==> src/rtl/apb_arb_pkg.sv <==
`default_nettype none
// ============================================================================
// Module   : apb_arb_pkg
// Purpose  : Shared widths, FSM state type and the PSELx slave decode for the
//            multi-requester APB master.
// Revision : 1.0 - initial release
// ============================================================================
package apb_arb_pkg;

    localparam int ADDR_W = 16;
    localparam int DATA_W = 32;

    // APB transfer phases
    typedef enum logic [1:0] {
        IDLE   = 2'd0,
        SETUP  = 2'd1,
        ACCESS = 2'd2
    } state_t;

    // PADDR[15:14] selects one of four slaves on the segment (slave 0 = wrapper)
    function automatic logic [3:0] psel_decode(input logic [1:0] sel);
        logic [3:0] onehot;
        case (sel)
            2'b00:   onehot = 4'b0001;
            2'b01:   onehot = 4'b0010;
            2'b10:   onehot = 4'b0100;
            default: onehot = 4'b1000;
        endcase
        return onehot;
    endfunction

endpackage
`default_nettype wire

==> src/rtl/apb_arb_master_arbiter.sv <==
`default_nettype none
// ============================================================================
// Module   : apb_rr_arbiter
// Purpose  : Combinational round-robin pick. Searches from last_grant+1
//            (wrapping) for the first active request. The pointer register
//            lives in the parent so it only moves on an actual accept.
// Revision : 1.0 - initial release
// ============================================================================
module apb_rr_arbiter
    import apb_arb_pkg::*;
#(
    parameter int NUM_REQ = 2,
    parameter int IDX_W   = $clog2(NUM_REQ)
) (
    input  logic [NUM_REQ-1:0] req_i,
    input  logic [IDX_W-1:0]   last_grant_i,
    input  logic               enable_i,
    output logic [NUM_REQ-1:0] grant_o,
    output logic [IDX_W-1:0]   grant_idx_o
);

    logic [IDX_W-1:0] idx;
    logic             found;

    // Rotating priority search; the requester just served ends up lowest.
    always_comb begin
        grant_o     = '0;
        grant_idx_o = '0;
        idx         = '0;
        found       = 1'b0;
        for (int k = 1; k <= NUM_REQ; k++) begin
            idx = IDX_W'((int'(last_grant_i) + k) % NUM_REQ);
            if (enable_i && !found && req_i[idx]) begin
                found        = 1'b1;
                grant_o[idx] = 1'b1;
                grant_idx_o  = idx;
            end
        end
    end

endmodule
`default_nettype wire

==> src/rtl/apb_arb_master.sv <==
`default_nettype none
// ============================================================================
// Module   : apb_arb_master
// Purpose  : Round-robin arbitrated APB master. Each accepted command runs
//            SETUP then ACCESS; ACCESS ends on PREADY or after TIMEOUT cycles
//            without it, and a one-cycle response goes back to the owner.
// Revision : 1.0 - initial release
// ============================================================================
module apb_arb_master
    import apb_arb_pkg::*;
#(
    parameter int NUM_REQ = 2,
    parameter int TIMEOUT = 16
) (
    input  logic                      PCLK,
    input  logic                      PRESET,
    input  logic [NUM_REQ-1:0]        req_valid,
    input  logic [NUM_REQ-1:0]        req_write,
    input  logic [NUM_REQ*ADDR_W-1:0] req_addr,
    input  logic [NUM_REQ*DATA_W-1:0] req_wdata,
    output logic [NUM_REQ-1:0]        req_ready,
    output logic [NUM_REQ-1:0]        rsp_valid,
    output logic [DATA_W-1:0]         rsp_rdata,
    output logic                      rsp_err,
    output logic [3:0]                PSELx,
    output logic                      PENABLE,
    output logic                      PWRITE,
    output logic [ADDR_W-1:0]         PADDR,
    output logic [DATA_W-1:0]         PWDATA,
    input  logic                      PREADY,
    input  logic [DATA_W-1:0]         PRDATA
);

    localparam int               IDX_W    = $clog2(NUM_REQ);
    localparam int               CNT_W    = $clog2(TIMEOUT + 1);
    localparam logic [IDX_W-1:0] LAST_RST = IDX_W'(NUM_REQ - 1);
    localparam logic [CNT_W-1:0] CNT_LAST = CNT_W'(TIMEOUT - 1);

    state_t                state_q, state_d;
    logic [IDX_W-1:0]      last_grant_q, last_grant_d;
    logic [CNT_W-1:0]      cnt_q, cnt_d;
    logic                  pwrite_q, pwrite_d;
    logic [ADDR_W-1:0]     paddr_q, paddr_d;
    logic [DATA_W-1:0]     pwdata_q, pwdata_d;
    logic [NUM_REQ-1:0]    rsp_valid_q, rsp_valid_d;
    logic [DATA_W-1:0]     rsp_rdata_q, rsp_rdata_d;
    logic                  rsp_err_q, rsp_err_d;

    logic                  arb_en;
    logic [NUM_REQ-1:0]    grant;
    logic [IDX_W-1:0]      grant_idx;
    logic                  grant_any;
    logic [ADDR_W-1:0]     addr_arr  [NUM_REQ];
    logic [DATA_W-1:0]     wdata_arr [NUM_REQ];

    // Split the packed command buses into per-requester lanes.
    generate
        for (genvar gi = 0; gi < NUM_REQ; gi++) begin : g_unpack
            assign addr_arr[gi]  = req_addr[gi*ADDR_W +: ADDR_W];
            assign wdata_arr[gi] = req_wdata[gi*DATA_W +: DATA_W];
        end
    endgenerate

    // Grants are only offered when the bus is free or freeing up this cycle;
    // a timed-out ACCESS (no PREADY) returns to IDLE before granting again.
    assign arb_en = !PRESET &&
                    ((state_q == IDLE) || ((state_q == ACCESS) && PREADY));

    apb_rr_arbiter #(
        .NUM_REQ (NUM_REQ),
        .IDX_W   (IDX_W)
    ) u_arb (
        .req_i        (req_valid),
        .last_grant_i (last_grant_q),
        .enable_i     (arb_en),
        .grant_o      (grant),
        .grant_idx_o  (grant_idx)
    );

    assign grant_any = |grant;
    assign req_ready = grant;

    // Next-state, command capture, timeout counting and response generation.
    always_comb begin
        state_d      = state_q;
        last_grant_d = last_grant_q;
        cnt_d        = cnt_q;
        pwrite_d     = pwrite_q;
        paddr_d      = paddr_q;
        pwdata_d     = pwdata_q;
        rsp_valid_d  = '0;
        rsp_rdata_d  = '0;
        rsp_err_d    = 1'b0;

        case (state_q)
            IDLE: begin
                if (grant_any) begin
                    state_d = SETUP;
                end
            end
            SETUP: begin
                state_d = ACCESS;
            end
            ACCESS: begin
                if (PREADY) begin
                    // last_grant_q still names the owner of this transfer
                    rsp_valid_d[last_grant_q] = 1'b1;
                    rsp_rdata_d = pwrite_q ? '0 : PRDATA;
                    state_d     = grant_any ? SETUP : IDLE;
                end else if (cnt_q == CNT_LAST) begin
                    rsp_valid_d[last_grant_q] = 1'b1;
                    rsp_err_d = 1'b1;
                    state_d   = IDLE;
                end else begin
                    cnt_d = cnt_q + 1'b1;
                end
            end
            default: begin
                state_d = IDLE;
            end
        endcase

        // A grant always launches a fresh SETUP with the winner's command.
        if (grant_any) begin
            last_grant_d = grant_idx;
            pwrite_d     = req_write[grant_idx];
            paddr_d      = addr_arr[grant_idx];
            pwdata_d     = wdata_arr[grant_idx];
            cnt_d        = '0;
        end
    end

    // State and datapath registers; reset makes requester 0 the first pick.
    always_ff @(posedge PCLK) begin
        if (PRESET) begin
            state_q      <= IDLE;
            last_grant_q <= LAST_RST;
            cnt_q        <= '0;
            pwrite_q     <= 1'b0;
            paddr_q      <= '0;
            pwdata_q     <= '0;
            rsp_valid_q  <= '0;
            rsp_rdata_q  <= '0;
            rsp_err_q    <= 1'b0;
        end else begin
            state_q      <= state_d;
            last_grant_q <= last_grant_d;
            cnt_q        <= cnt_d;
            pwrite_q     <= pwrite_d;
            paddr_q      <= paddr_d;
            pwdata_q     <= pwdata_d;
            rsp_valid_q  <= rsp_valid_d;
            rsp_rdata_q  <= rsp_rdata_d;
            rsp_err_q    <= rsp_err_d;
        end
    end

    assign PSELx     = ((state_q == SETUP) || (state_q == ACCESS)) ?
                       psel_decode(paddr_q[ADDR_W-1 -: 2]) : 4'b0000;
    assign PENABLE   = (state_q == ACCESS);
    assign PWRITE    = pwrite_q;
    assign PADDR     = paddr_q;
    assign PWDATA    = pwdata_q;
    assign rsp_valid = rsp_valid_q;
    assign rsp_rdata = rsp_rdata_q;
    assign rsp_err   = rsp_err_q;

endmodule
`default_nettype wire

==> config.mk <==
export PLATFORM = sky130hd
export DESIGN_NAME = apb_arb_master
export DESIGN_NICKNAME = d
export VERILOG_FILES = /design/src/rtl/apb_arb_pkg.sv /design/src/rtl/apb_arb_master_arbiter.sv /design/src/rtl/apb_arb_master.sv
export SDC_FILE = /design/constraint.sdc
export NUM_CORES = 1
export LEC_CHECK = 0
export BUFFER_PORTS_ARGS = -buffer_cell sky130_fd_sc_hd__buf_2
export CAP_MARGIN = 20
export CORE_MARGIN = 3
export CORE_UTILIZATION = 47
export CTS_BUF_LIST = sky130_fd_sc_hd__clkbuf_4
export CTS_CLUSTER_SIZE = 28
export DETAILED_ROUTE_END_ITERATION = 7
export PLACE_DENSITY = 0.88
export SYNTH_ARGS = -nofsm -noshare
export SYNTH_HDL_FRONTEND = slang
export SYNTH_SLANG_ARGS = --single-unit
==> constraint.sdc <==
create_clock -name PCLK -period 3.3 [get_ports PCLK]
set_clock_uncertainty 0.2 [all_clocks]
set_input_delay 0.66 -clock PCLK [delete_from_list [all_inputs] [get_ports PCLK]]
set_output_delay 0.66 -clock PCLK [all_outputs]
set_load 0.03 [all_outputs]
# --- Yosys cells after proc, flatten, opt, wreduce, memory -nomap -nowiden ---
# Cells that the tools add are included.
word_totals:
  regBits: 92
  latch_bits: 0
  ramBits: 0
  romBits: 0
  output_inout_bits: 91
  wordCells: 86
  n_memories: 0
op_classes:
  add_sub_neg: 3
  n_mul: 0
  n_div: 0
  order_cmp: 8
  eq_ne: 7
  shift: 0
  mux: 33
  bitwise: 5
  reduce_logical: 21
ops:
  columns: ["op", "count"]
  rows:
  - ["two-way mux 32 bit", 3]
  - ["two-way mux 16 bit", 3]
  - ["two-way mux 1 bit", 14]
  - ["two-way mux 2 bit", 7]
  - ["case mux 4 bit (3 select lines)", 1]
  - ["logical AND 1 bit", 8]
  - ["less-than comparator 1 x 2 -> 1 bit (second input constant)", 4]
  - ["case mux 2 bit (3 select lines)", 1]
  - ["OR reduction 3 bit", 2]
  - ["adder 5 x 1 -> 5 bit (second input constant)", 1]
  - ["equality test 5 x 4 -> 1 bit (second input constant)", 1]
  - ["equality test 2 x 1 -> 1 bit (second input constant)", 2]
  - ["equality test 2 bit (second input constant)", 2]
  - ["zero test 2 bit", 2]
  - ["two-way mux 4 bit", 1]
  - ["OR reduction 2 bit", 2]
  - ["OR reduction 4 bit", 1]
  - ["demux 1 bit (select 1 bit)", 3]
  - ["greater-or-equal comparator 1 bit (second input constant)", 3]
  - ["inequality test 3 x 1 -> 1 bit (second input constant)", 1]
  - ["inverter 1 bit", 3]
  - ["AND reduction 3 bit", 1]
  - ["adder 1 bit (second input constant)", 2]
  - ["greater-or-equal comparator 2 bit (second input constant)", 1]
  - ["6 further kinds", 8]

# --- Logic depth before layout (Yosys ltp) ---
# Gate-level depths: netlist (run 1).
logic_depth:
  word_depth: 14
  depth_mapped: 7

# --- By module ---
# From an unflattened synthesis (run 1), not the netlist that was laid out.
hier_totals:
  hier_cells: 358
  hier_area_um2: 3703.6
by_module_without_submodules:
  columns: ["module", "instances", "cells_each", "area_per_inst_um2"]
  rows:
  - ["apb_arb_master", 1, 352, 3677.3]
  - ["apb_rr_arbiter", 1, 6, 26.3]

# --- Worst setup path before layout (run 1) ---
# Ideal clock, no wire load.
synth_timing:
  path_type: "register to output"
  from: "register state_q[0]"
  to: "output req_ready[0]"
  t_arrival_ns: 2.526
  required_ns: 2.440
  slack_ns: -0.086
  stages_incl_launch_ff: 5
  n_path_buf: 0
  path_cell_list: "dfxtp_1 -> inv_1 -> ha_1 -> a21oi_2 -> a2111oi_0"
synth_between:
  elab_chain_len: 10
  word_cells_on_any_way: 13
  cone_classes: "eq/ne: 1; mux: 3; bitwise: 1; reduce/logical: 8"
synth_lines:
  columns: ["item", "line_no", "text"]
  rows:
  - ["start, declared", "apb_arb_master.sv:39", "state_t state_q, state_d;"]
  - ["start signal, assigned", "apb_arb_master.sv:146", "state_q <= state_d;"]
  - ["equality test 2 bit (*)", null, null]
  - ["named net PENABLE", "apb_arb_master.sv:26", "output logic PENABLE,"]
  - ["logical AND 1 bit (*)", "apb_arb_master.sv:67", "((state_q == IDLE) || ((state_q == ACCESS) && PREADY));"]
  - ["logical OR 1 bit (*)", "apb_arb_master.sv:67", null]
  - ["logical AND 1 bit (*)", "apb_arb_master.sv:66", "assign arb_en = !PRESET &&"]
  - ["logical AND 1 bit", "apb_arb_master_arbiter.sv:33", "if (enable_i && !found && req_i[idx]) begin"]
  - ["two-way mux 1 bit", "apb_arb_master_arbiter.sv:33", null]
  - ["zero test 1 bit", "apb_arb_master_arbiter.sv:33", null]
  - ["logical AND 1 bit (2 in series)", "apb_arb_master_arbiter.sv:33", null]
  - ["two-way mux 2 bit (*)", "apb_arb_master_arbiter.sv:33", null]
  - ["end, declared", "apb_arb_master.sv:21", "output logic [NUM_REQ-1:0] req_ready,"]
# The timed path passes the listed nets; every way through them passes the cells marked *.

# --- Worst setup path after layout (run 1) ---
layout_timing:
  from: "register state_q[0]"
  to: "output req_ready[0]"
layout_between:
  elab_chain_len: 10
  word_cells_on_any_way: 13
  cone_classes: "eq/ne: 1; mux: 3; bitwise: 1; reduce/logical: 8"
layout_lines:
  columns: ["item", "line_no"]
  rows:
  - ["equality test 2 bit", "apb_arb_master.sv:67"]
  - ["logical AND 1 bit", "apb_arb_master.sv:67"]
  - ["logical OR 1 bit (*)", "apb_arb_master.sv:67"]
  - ["logical AND 1 bit (*)", "apb_arb_master.sv:66"]
  - ["logical AND 1 bit", "apb_arb_master_arbiter.sv:33"]
  - ["two-way mux 1 bit", "apb_arb_master_arbiter.sv:33"]
  - ["zero test 1 bit", "apb_arb_master_arbiter.sv:33"]
  - ["logical AND 1 bit (2 in series)", "apb_arb_master_arbiter.sv:33"]
  - ["two-way mux 2 bit (*)", "apb_arb_master_arbiter.sv:33"]
# Every way passes the cells marked *; elsewhere a longest branch is shown, timed or not.

==> results of run 1 <==
==> worst max path at each step <==
stage,endpoint,depth (start not counted)
detailed placement,PADDR[2],5
floorplan,req_ready[0],4
global route,req_ready[0],5
finish,req_ready[0],5
CTS,req_ready[0],5
global placement,req_ready[0],4
==> cell usage after synthesis, drive strengths merged <==
| cell | n | share of area |
|---|---|---|
| nor3b | 5 | 0.014 |
| nor3 | 2 | 0.0029 |
| o21ai | 1 | 0.0014 |
| or4 | 1 | 0.0022 |
| a211oi | 1 | 0.0022 |
| a311o | 1 | 0.0029 |
| clkbuf | 9 | 0.0097 |
| a21oi | 5 | 0.0083 |
| a2111oi | 1 | 0.0025 |
| o21ba | 1 | 0.0029 |
| or3 | 1 | 0.0018 |
| dfxtp | 92 | 0.53 |
| o2bb2ai | 49 | 0.12 |
| a21o | 1 | 0.0022 |
| and3 | 2 | 0.0036 |
| a31oi | 1 | 0.0018 |
| a21boi | 1 | 0.0022 |
| nand3 | 2 | 0.0029 |
| and3b | 1 | 0.0025 |
| nand2b | 4 | 0.0072 |
| or3b | 1 | 0.0025 |
| o21bai | 2 | 0.0043 |
| xnor2 | 2 | 0.0050 |
| buf | 12 | 0.019 |
| ha | 6 | 0.022 |
| nor2 | 6 | 0.0065 |
| mux2i | 50 | 0.14 |
| nor4bb | 1 | 0.0029 |
| inv | 5 | 0.0054 |
| and2 | 32 | 0.058 |
| nand2 | 4 | 0.0043 |
==> cell families (layout without fill, tap and decap cells) <==
kind of cell	Yosys count	count (layout)
AO/OA/AOI/OAI	64	64
XOR/XNOR	2	2
buffers and inverters	26	250
multiplexers	50	50
flip-flops	92	92
AND/OR/NAND/NOR	62	62
adder cells (fa/ha/maj)	6	6
==> state kept, by name, indices dropped and copies added (netlist names) <==
register	flops
cnt_q	5
rsp_valid	2
last_grant_q	1
rsp_rdata	32
PWDATA	32
PWRITE	1
state_q	2
rsp_err	1
PADDR	16
==> final cells by class <==
class	instances	area, um2	area share
Tap cell	96	120	0.0248
Timing Repair Buffer	229	1170	0.241
Sequential cell	92	1840	0.380
Clock inverter	7	105	0.0217
Clock buffer	9	67.6	0.0139
Inverter	5	18.8	0.00387
Multi-Input combinational cell	184	1530	0.315
==> placed cells by master, fill, tap and decap left out, types with 3 or more instances in the layout <==
master     instances
a21oi_1            4
and2_1            32
buf_2            225
buf_4              3
clkbuf_4           9
dfxtp_1           92
ha_1               6
inv_1              5
inv_6              3
mux2i_1           50
nand2_1            4
nand2b_1           3
nor2_1             6
nor3b_1            3
o2bb2ai_1         49
==> metal layers <==
metal	part of all wire	global-route usage	routed length [um]
met1	0.36	0.233	3520
met2	0.52	0.401	5070
met3	0.088	0.0845	865
met4	0.034	0.125	333
met5	0	0	0
==> report_power, final <==
| part | switching (mW) | leakage (nW) | total, mW | internal (mW) |
|---|---|---|---|---|
| sequential | 0.0447 | 0.752 | 1.23 | 1.19 |
| combinational | 0.329 | 1.57 | 0.530 | 0.201 |
| clock | 0.403 | 0.0895 | 0.724 | 0.321 |
==> metrics.txt, run 1 <==
# H-tree levels=3; DIE AREA=8450 um2; Bufs on Longest Clock Path=2; post-layout min period=2.80 ns; core area=6980 um2; number of gates resized after CTS=0; final instance area=4850 um2; unrepaired setup endpoints after global routing=no; Slew headroom=0.440; worst reg2reg setup slack=1.10 ns; Vias=3131; dpl ws=0.898 ns; placed cell area=4680 um2; Worst-path clk slew=0.15 ns; Tightest Hold Check Type=input port to flop; io pins=226; CTS sink cnt=92; CTS tree=built; critical-path cell list=inv_1, ha_1, a21oi_2, a2111oi_1, buf_2; Inst Count DP=606; final WL=9790 um; status=finished clean; Vert. Die Dim=92.0 um; Netlist cell types=34; synth warn=0; port bufs=225; Worst path max stage delay=0.38 ns; Endpoint, Worst Hold=rsp_rdata[3]; Synth Area in Compound Gates=0.154; share of layout cells above drive strength 1=0.477; Die Span X=92.0 um; Final Max Tran Viols=0; num rows=30; WP buf/inv=2; Initial Util=0.497; global route overflow=0; final setup TNS=0 ns; antenna cells=0; Via-to-Cell Ratio=5.03; post-CTS setup buffers=0; DRC=0; endpoints failing setup=0; post-layout util=0.695; crit path kind=flop to output port; CP delay by family, top=compound AO/OA/AOI/OAI gates; Seq cells post-synth=92; area grow syn2layout=39.7%; Worst Setup Start Kind=flop; Num CTS Buffers=9; Synth Area in Adders=0.0216; first-pass GRT wire length=15100 um; hold_ws=0.205 ns; worst-case reg-to-reg path depth=6; vias in the first global route=3117; DRT Pass-1 Iters=4; Total Power=2.49 mW; f_max=357 MHz; CTS Hold Bufs=0; CP Data Required Time=2.44 ns; Worst Tran Pin Value=0.840 ns; final worst slack=0.501 ns; syn nets=443; Leakage Power=2.41 nW; Synth Area in XOR/XNOR=0.00505; DP HPWL=7480 um; synthesized area per cell=11.5 um2; combinational family with the most area after synthesis=compound AO/OA/AOI/OAI gates; Worst-Skew Late Latency=0.43 ns; Iteration-0 DRC Markers=82; Crit. End Element=output port; initial antenna violation count=0; mux cell area share after synthesis=0.144; register area share after synthesis=0.530; wire length per cell=15.7 um; Slowest-stage cell, CP=dfxtp_1; GPL Wtd Cong=0.820; fin cells=622; antenna viol nets, final=0; Final Hold Viols=0; Max-cap violations=0; critical-path maximum fanout=7; largest net degree at the start of global routing=50; fin crit share=0.848; Total Routing Usage GR=0.228; critical path data arrival time=1.94 ns; simple-gate share of the synthesized area=0.111; PD cells=512 nW/um2; critical path launch point=state_q[0]; cells after synthesis=302; Hold Startpoint=PRDATA[3]; Root Buffer=clkbuf_4; r2r endpoint=cnt_q[3]; cell area after synthesis=3470 um2; peak supply drop=346 uV; Min-Delay Path Depth=2; Critical R2R Launch=cnt_q[0]; # fillers=544; Nets=662
Power figures use the tool's default switching activity.
==> inputs of run 2 (changes only) <==
- CORE_UTILIZATION: 47 -> 39
- PLACE_DENSITY: 0.88 -> 0.78
- clock period: 3.3 -> 2.3 ns (I/O delays scaled with it)
==> metrics.txt, run 2 (synthesis gave the netlist of run 1 again) <==
status=finished clean; critical path data arrival time=1.58 ns; Vert. Die Dim=100 um; Max-cap violations=0; PD cells=677 nW/um2; final WL=10300 um; CTS tree=built; unrepaired setup endpoints after global routing=yes; antenna viol nets, final=0; Final Max Tran Viols=0; r2r endpoint=cnt_q[3]; Nets=699; port bufs=225; Worst Tran Pin Value=0.487 ns; DRC=0; Final Hold Viols=0; Die Span X=100 um; fin cells=668; Worst-Skew Late Latency=0.43 ns; final worst slack=0.0582 ns; Initial Util=0.412; DIE AREA=10100 um2; endpoints failing setup=0; Vias=3276; Via-to-Cell Ratio=4.90; Crit. End Element=output port; worst-case reg-to-reg path depth=6; core area=8420 um2; Total Power=3.57 mW; post-layout util=0.626; Iteration-0 DRC Markers=46; initial antenna violation count=0; fin crit share=0.975; area grow syn2layout=51.8%; Leakage Power=2.58 nW; Tightest Hold Check Type=input port to flop; end point of the critical path=req_ready[0]; share of layout cells above drive strength 1=0.480; post-layout min period=2.24 ns; first-pass GRT wire length=15500 um; io pins=226; vias in the first global route=3298; final setup TNS=0 ns; dpl ws=0.153 ns; commonest cells after routing, fill and taps aside=buf_2, dfxtp_1, mux2i_1; Total Routing Usage GR=0.194; Root Buffer=clkbuf_4; Slew headroom=0.674; wire length per cell=15.5 um; peak supply drop=432 uV; Inst Count DP=618; global route overflow=0; f_max=446 MHz; DP HPWL=7340 um; critical path launch point=state_q[1]; worst reg2reg setup slack=0.13 ns; critical-path maximum fanout=3; Min-Delay Path Depth=2; Worst Setup Start Kind=flop; most common cell after layout, fill and taps aside=buf_2; Num CTS Buffers=9; CP Data Required Time=1.64 ns; DRT Pass-1 Iters=4; hold_ws=0.0336 ns; final instance area=5270 um2; # H-tree levels=3; largest net degree at the start of global routing=33; antenna cells=0; num rows=33; Critical R2R Launch=cnt_q[0]; placed cell area=4720 um2; GPL Wtd Cong=0.767; Worst-path clk slew=0.17 ns; CTS sink cnt=92; crit path kind=flop to output port; Bufs on Longest Clock Path=2
## run 2: layout make-up
class,instances,area (um2)
fillers,724,3150
flip-flops and latches,92,1850
clock inverters,7,90.1
repair buffers,266,1520
clock buffers,9,67.6
inverters,5,23.8
well taps,105,131
multi-input cells,184,1590
## run 2: repair_timing
action	4_1_cts	5_1_grt
setup endpoints to repair	6	3
pin swaps	4	1
hold endpoints to repair	23	4
gates resized for setup	14	5
hold buffers	23	4
buffers inserted	7	0
## run 2: routing by layer
layer | vias up | share of wire | global-route usage
met5 | - | 0 | 0
li1 | 1596 | - | -
met4 | 0 | 0.024 | 0.0808
met1 | 1514 | 0.37 | 0.215
met3 | 24 | 0.072 | 0.0542
met2 | 142 | 0.53 | 0.346
## run 2: how the worst min path moves through the flow
stage | to | start
global route | rsp_rdata[13] | PRDATA[13]
detailed placement | PWDATA[16] | PWDATA[16]
finish | rsp_rdata[25] | PRDATA[25]
global placement | PWDATA[26] | PWDATA[26]
floorplan | rsp_valid[0] | last_grant_q
CTS | rsp_rdata[25] | PRDATA[25]
## run 2: worst max-delay path: stages (launching register included)
cell	delay (ns)
dfxtp_4	0.40
inv_4	0.06
ha_4	0.15
a21oi_4	0.04
a2111oi_4	0.28
buf_4	0.21
## run 2: where the power goes
group,total [mW],switching (mW),internal [mW]
registers,1.77,0.0638,1.70
clock network,0.956,0.593,0.363
logic,0.848,0.496,0.352
total,3.57,1.15,2.42
